<file path="src/rtl/dft_seq_pkg.sv">
// Shared types and sizing for the DFT sequencer: state encoding and buffer geometry.
package dft_seq_pkg;

  localparam int NUM_WORDS        = 32;
  localparam int SAMPLE_W         = 16;
  localparam int WORD_W           = 64;
  localparam int SAMPLES_PER_WORD = WORD_W / SAMPLE_W;
  localparam int ADDR_W           = $clog2(NUM_WORDS);

  typedef enum logic [2:0] {
    ST_IDLE,
    ST_LOAD,
    ST_WAIT,
    ST_CAPTURE,
    ST_ERR
  } state_e;

  function automatic logic is_busy(input state_e st);
    return (st == ST_LOAD) || (st == ST_WAIT) || (st == ST_CAPTURE);
  endfunction

endpackage

</file>
<file path="src/rtl/dft_seq_buf.sv">
// 32x64 sample buffer: one write port and one registered read port (1-cycle latency).
// The read register clears on reset; the array contents do not.
module dft_seq_buf
  import dft_seq_pkg::*;
(
  input  logic              clk_i,
  input  logic              rst_i,
  input  logic              we_i,
  input  logic [ADDR_W-1:0] waddr_i,
  input  logic [WORD_W-1:0] wdata_i,
  input  logic [ADDR_W-1:0] raddr_i,
  output logic [WORD_W-1:0] rdata_o
);

  logic [WORD_W-1:0] mem_q [NUM_WORDS];
  logic [WORD_W-1:0] rdata_q;

  always_ff @(posedge clk_i) begin
    if (we_i) begin
      mem_q[waddr_i] <= wdata_i;
    end
  end

  // Read-before-write: a same-cycle write is visible on the following read.
  always_ff @(posedge clk_i) begin
    if (rst_i) begin
      rdata_q <= '0;
    end else begin
      rdata_q <= mem_q[raddr_i];
    end
  end

  assign rdata_o = rdata_q;

endmodule

</file>
<file path="src/rtl/dft_seq_ctrl.sv">
// Job sequencer around a streaming DFT core: streams the input buffer out, waits for the
// result strobe, captures the result stream. Optional WAIT timeout with DFT_SEQ_TIMEOUT_EN.
module dft_seq_ctrl
  import dft_seq_pkg::*;
#(
  parameter int TIMEOUT_CYCLES = 4096
) (
  input  logic              clk_i,
  input  logic              rst_i,
  input  logic              start_i,
  output logic              busy_o,
  output logic              done_o,
  output logic              err_o,
  input  logic              xwr_en_i,
  input  logic [ADDR_W-1:0] xwr_addr_i,
  input  logic [WORD_W-1:0] xwr_data_i,
  input  logic [ADDR_W-1:0] yrd_addr_i,
  output logic [WORD_W-1:0] yrd_data_o,
  output logic              dft_next_o,
  output logic [WORD_W-1:0] dft_x_o,
  input  logic              dft_next_out_i,
  input  logic [WORD_W-1:0] dft_y_i
);

  localparam logic [ADDR_W-1:0] CNT_LAST = ADDR_W'(NUM_WORDS - 1);

  state_e            state_q;
  logic [ADDR_W-1:0] cnt_q;
  logic              busy_q;
  logic              done_q;
  logic              dft_next_q;
  logic [WORD_W-1:0] dft_x_q;

  logic              in_we;
  logic [ADDR_W-1:0] in_raddr;
  logic [WORD_W-1:0] in_rdata;
  logic              out_we;

`ifdef DFT_SEQ_TIMEOUT_EN
  localparam int WAIT_CNT_W = $clog2(TIMEOUT_CYCLES + 1);
  localparam logic [WAIT_CNT_W-1:0] WAIT_LIMIT = WAIT_CNT_W'(TIMEOUT_CYCLES);
  logic [WAIT_CNT_W-1:0] wait_cnt_q;
  logic                  err_q;
`else
  // Referenced only so the parameter is not dangling when the timeout is compiled out.
  localparam int unused_timeout_cycles = TIMEOUT_CYCLES;
`endif

  // Input writes are dropped while a job owns the buffer.
  assign in_we  = xwr_en_i && !busy_q && !rst_i;
  assign out_we = (state_q == ST_CAPTURE) && !rst_i;

  // Read-ahead: word 0 is fetched on the start edge, word 1 during the strobe cycle,
  // and afterwards two words ahead of the word currently on dft_x_o.
  always_comb begin
    in_raddr = '0;
    if (state_q == ST_LOAD) begin
      if (dft_next_q) begin
        in_raddr = ADDR_W'(1);
      end else begin
        in_raddr = cnt_q + ADDR_W'(2);
      end
    end
  end

  dft_seq_buf u_in_buf (
    .clk_i   (clk_i),
    .rst_i   (rst_i),
    .we_i    (in_we),
    .waddr_i (xwr_addr_i),
    .wdata_i (xwr_data_i),
    .raddr_i (in_raddr),
    .rdata_o (in_rdata)
  );

  dft_seq_buf u_out_buf (
    .clk_i   (clk_i),
    .rst_i   (rst_i),
    .we_i    (out_we),
    .waddr_i (cnt_q),
    .wdata_i (dft_y_i),
    .raddr_i (yrd_addr_i),
    .rdata_o (yrd_data_o)
  );

  always_ff @(posedge clk_i) begin
    if (rst_i) begin
      state_q    <= ST_IDLE;
      cnt_q      <= '0;
      busy_q     <= 1'b0;
      done_q     <= 1'b0;
      dft_next_q <= 1'b0;
      dft_x_q    <= '0;
`ifdef DFT_SEQ_TIMEOUT_EN
      wait_cnt_q <= '0;
      err_q      <= 1'b0;
`endif
    end else begin
      dft_next_q <= 1'b0;
      dft_x_q    <= '0;
      case (state_q)
        ST_IDLE, ST_ERR: begin
          if (start_i) begin
            state_q    <= ST_LOAD;
            busy_q     <= 1'b1;
            done_q     <= 1'b0;
            dft_next_q <= 1'b1;
            cnt_q      <= '0;
`ifdef DFT_SEQ_TIMEOUT_EN
            err_q      <= 1'b0;
`endif
          end
        end
        ST_LOAD: begin
          // cnt_q is the index of the word on dft_x_o; it holds at 0 during the strobe cycle.
          if (dft_next_q) begin
            dft_x_q <= in_rdata;
          end else if (cnt_q == CNT_LAST) begin
            state_q <= ST_WAIT;
            cnt_q   <= '0;
`ifdef DFT_SEQ_TIMEOUT_EN
            wait_cnt_q <= '0;
`endif
          end else begin
            dft_x_q <= in_rdata;
            cnt_q   <= cnt_q + 1'b1;
          end
        end
        ST_WAIT: begin
          if (dft_next_out_i) begin
            state_q <= ST_CAPTURE;
            cnt_q   <= '0;
          end
`ifdef DFT_SEQ_TIMEOUT_EN
          else if (wait_cnt_q == WAIT_LIMIT) begin
            state_q <= ST_ERR;
            busy_q  <= 1'b0;
            err_q   <= 1'b1;
          end else begin
            wait_cnt_q <= wait_cnt_q + 1'b1;
          end
`endif
        end
        ST_CAPTURE: begin
          if (cnt_q == CNT_LAST) begin
            state_q <= ST_IDLE;
            busy_q  <= 1'b0;
            done_q  <= 1'b1;
            cnt_q   <= '0;
          end else begin
            cnt_q <= cnt_q + 1'b1;
          end
        end
        default: begin
          state_q <= ST_IDLE;
          busy_q  <= 1'b0;
          cnt_q   <= '0;
        end
      endcase
    end
  end

  assign busy_o     = busy_q;
  assign done_o     = done_q;
  assign dft_next_o = dft_next_q;
  assign dft_x_o    = dft_x_q;

`ifdef DFT_SEQ_TIMEOUT_EN
  assign err_o = err_q;
`else
  assign err_o = 1'b0;
`endif

endmodule
</file>
<file path="config.mk">
export PLATFORM = sky130hd
export DESIGN_NAME = dft_seq_ctrl
export DESIGN_NICKNAME = d
export VERILOG_FILES = /design/src/rtl/dft_seq_pkg.sv /design/src/rtl/dft_seq_buf.sv /design/src/rtl/dft_seq_ctrl.sv
export SDC_FILE = /design/constraint.sdc
export NUM_CORES = 2
export LEC_CHECK = 0
export BUFFER_PORTS_ARGS = -buffer_cell sky130_fd_sc_hd__buf_2
export CORE_AREA = 2 2 637 639
export CTS_CLUSTER_SIZE = 28
export DETAILED_ROUTE_END_ITERATION = 6
export DIE_AREA = 0 0 639 641
export PLACE_DENSITY_LB_ADDON = 0.12
export SLEW_MARGIN = 20
export SYNTH_ARGS = -nofsm -noshare
export SYNTH_HDL_FRONTEND = slang
export SYNTH_SLANG_ARGS = --single-unit
</file>
<file path="constraint.sdc">
create_clock -name clk_i -period 11.7 [get_ports clk_i]
set_input_delay 1.17 -clock clk_i [delete_from_list [all_inputs] [get_ports clk_i]]
set_output_delay 1.17 -clock clk_i [all_outputs]
set_load 0.01 [all_outputs]
</file>
==> summary.md <==
| Metric | Value |
|---|---|
| Status | `finished, final reports clean` |
| Pwr dens | `188 nW/um^2` |
| Hold bufs inserted after CTS | `0` |
| Sequential power share | `49.6%` |
| Sequential share of the synthesized area | `79.1%` |
| R2r endpoint | `u_in_buf.rdata_o[9]` |
| Port Buf Inserts | `273` |
| Worst hold slack | `426 ps` |
| Final worst slack | `6060 ps` |
| Total power | `34.5 mW` |
| Total negative slack | `0 ps` |
| Critical Path AT | `6470 ps` |
| Ys Warns | `0` |
| Core Footprint | `402000 um^2` |
| Post-layout nets | `8568` |
| Final worst-path cycle share | `48.2%` |
| Setup Crit Path Kind | `flop to flop` |
| Share of cells above drive strength 1 | `21.3%` |
| Final setup viols | `0` |
| DR pass1 iterations | `6` |
| CTS Buf Count | `456` |
| M1 GR Usage | `29.1%` |
| Post-Place Cells | `13200` |
| Min cycle time layout | `5640 ps` |
| Fin area | `184000 um^2` |
| Post-Syn Area | `161000 um^2` |
| Number of enable flip-flop cells after synthesis | `4096` |
| CTS clk-pin slew, worst paths | `60 ps` |
| RSZ-0062 raised after global routing | `false` |
| R2R Setup Slk | `6060 ps` |
| H-tree depth | `5` |
| Post-route insts no fill | `14100` |
| Area grow syn2layout | `14.2%` |
| Clock sinks | `4298` |
| Logic pwr share | `8.7%` |
| Grt total ovfl | `0` |
| Synth top area share | `76.6%` |
| Final HPWL DP | `238000 um` |
| Clock Power Share | `41.7%` |
| Post_cts resized | `0` |
| Sw power | `8.07 mW` |
| Sw Ratio | `23.4%` |
| Crit. Startpoint | `cnt_q[0]` |
| Cell Int Power | `26.4 mW` |
| Clock latency at the later pin of the worst-skew pair | `990 ps` |
| Met3 usage | `3.42%` |
| Worst r2r src | `cnt_q[0]` |
| Fin util | `45.7%` |
| CTS tree | `yes` |
| GRT Util Overall | `22.0%` |
| Leak | `57.1 nW` |
| Post-Place Setup Slack | `6100 ps` |
| Initial Utilization | `40.0%` |
| Die area | `410000 um^2` |
| Wirelength per Cell | `32.5 um` |
| Unique masters post-synth | `61` |
| Gp weighted congestion | `0.747` |
| # IOs | `275` |
| Largest net degree at the start of global routing | `157` |
| Die height | `641 um` |
| Maximum clock frequency | `177 MHz` |
| Routed Antenna Nets | `0` |
| Slew headroom | `12.4%` |
| Main flop type after synthesis | `edfxtp_1` |
| Synth Instances | `7999` |
| GR Layer Usage met2 | `38.1%` |
| DR DRC count | `0` |
| Top cells by area, synth | `edfxtp_1, mux4_2, mux2i_1` |
| Number of setup buffers added after CTS | `0` |
| Peak VDD IR | `0.147 mV` |
| GR peak layer | `met2` |
| Via count | `81700` |
| Async S/R FF share, synth | `0%` |
| Row cnt | `233` |
| Die X | `639 um` |
| Worst slew pin tran | `1310 ps` |
| R2r worst-path depth | `9` |
| Number of DRC markers in iteration 0 | `7445` |
| Vias in the first global route | `84000` |
| Count of pins over their slew limit | `0` |
| Final Hold Vio Count | `0` |
| First-pass GRT wire length | `645000 um` |
| Max-Cap Viols | `0` |
| Initial antenna violation count | `57` |
| #FFs+latches synth | `4298` |
| Syn_area_per_cell | `20.1 um^2` |
| Final Skew | `43.7 ps` |
| Hold endpoint | `dft_x_o[17]` |
| Hold Path Depth | `1` |
| Commonest cells in the netlist | `edfxtp_1, mux4_2, mux2i_1` |
| Via density | `5.79` |
| Worst Setup End Kind | `flop` |
| Worst Hold Launch | `u_in_buf.rdata_o[17]` |
| CP Launch Type | `flop` |
| Critical path peak fanout | `48` |
| Final-layout fill cell count | `33900` |
| Worst hold path type | `flop to flop` |
| Area leader, netlist | `edfxtp_1` |
| Top-count cell post-synth | `edfxtp_1` |
| Drt total wl | `459000 um` |
| CTS root buf | `clkbuf_16` |
| Synthesized net count | `8154` |
| Clock buffer depth | `4` |
| Req. time, crit path | `12530 ps` |
| Cell Area, Placed | `169000 um^2` |
## power groups by stage
stage / Combinational (mW) / Clock (mW) / Sequential, mW
6_report: 3.01 / 14.4 / 17.1
5_1_grt: 3.21 / 15.2 / 17.1
4_1_cts: 3.04 / 14.7 / 17.1
3_5_place_dp: 3.03 / 0 / 17.4
3_3_place_gp: 3.02 / 0 / 17.4
2_1_floorplan: 1.87 / 0 / 17.4
## cell usage in the layout (no fill, tap or decap), types with 83 or more instances in the layout
cell type and count:
buf_4 186, clkinv_2 83, nand2_1 97, nor2_1 158, o21ai_0 159, clkbuf_1 113, clkbuf_16 464, a221oi_1 104
a21oi_1 394, o22ai_1 116, buf_2 270, o221ai_1 279, mux2i_1 486, mux2_2 93, edfxtp_1 4096, dfxtp_1 201
mux4_2 512, a21o_1 126
## worst max-delay path: stages, from the launching register on
cell,delay [ps]
dfxtp_4,780
buf_4,830
buf_4,880
buf_4,910
buf_4,780
mux2_2,420
o22ai_1,140
nor2_1,70
o21ai_0,320
o2111ai_1,160
## cell type report
class                      count  area (um^2)  share of cell area [%]
clock inverter               226         2180                    1.19
clock buffer                 630        12700                    6.94
inverter                       7         26.3                  0.0143
sequential                  4298       127000                    69.2
tap                         5287         6620                    3.60
multi-input combinational   3180        31900                    17.4
antenna                       19         47.5                  0.0259
timing repair buffer         470         3030                    1.65
## cell families (layout without fill, tap and decap cells)
group	count (synthesis)	in the layout	synth area share, %
adder cells (fa/ha/maj)	12	12	0.0935
AO/OA/AOI/OAI	1580	1580	7.04
multiplexers	1091	1091	10.9
flip-flops	4298	4298	79.1
other	1	20	0.00233
buffers and inverters	521	1333	1.49
AND/OR/NAND/NOR	494	494	1.43
XOR/XNOR	2	2	0.0109
## registers in the layout, indices dropped and copies added (netlist names)
signal and cells:
cnt_q 5, u_in_buf.mem_q 2048, done_o 1, state_q 2
u_in_buf.rdata_o 64, dft_next_o 1, busy_o 1, u_out_buf.mem_q 2048
dft_x_o 64, u_out_buf.rdata_o 64
## worst max-delay path by stage
stage,to,cells after the start
floorplan,u_in_buf.mem_q[12][0],6
global placement,u_in_buf.rdata_o[39],9
detailed placement,u_in_buf.rdata_o[9],9
CTS,u_in_buf.rdata_o[9],9
global route,u_in_buf.rdata_o[39],9
finish,u_in_buf.rdata_o[9],9
## routing by layer
| layer | vias up | share of wire (%) |
|---|---|---|
| met2 | 2458 | 51 |
| met5 | - | 0.039 |
| met1 | 44300 | 41 |
| li1 | 34300 | - |
| met3 | 647 | 5.7 |
| met4 | 28 | 2.2 |
(Power assumes the default switching activity.)
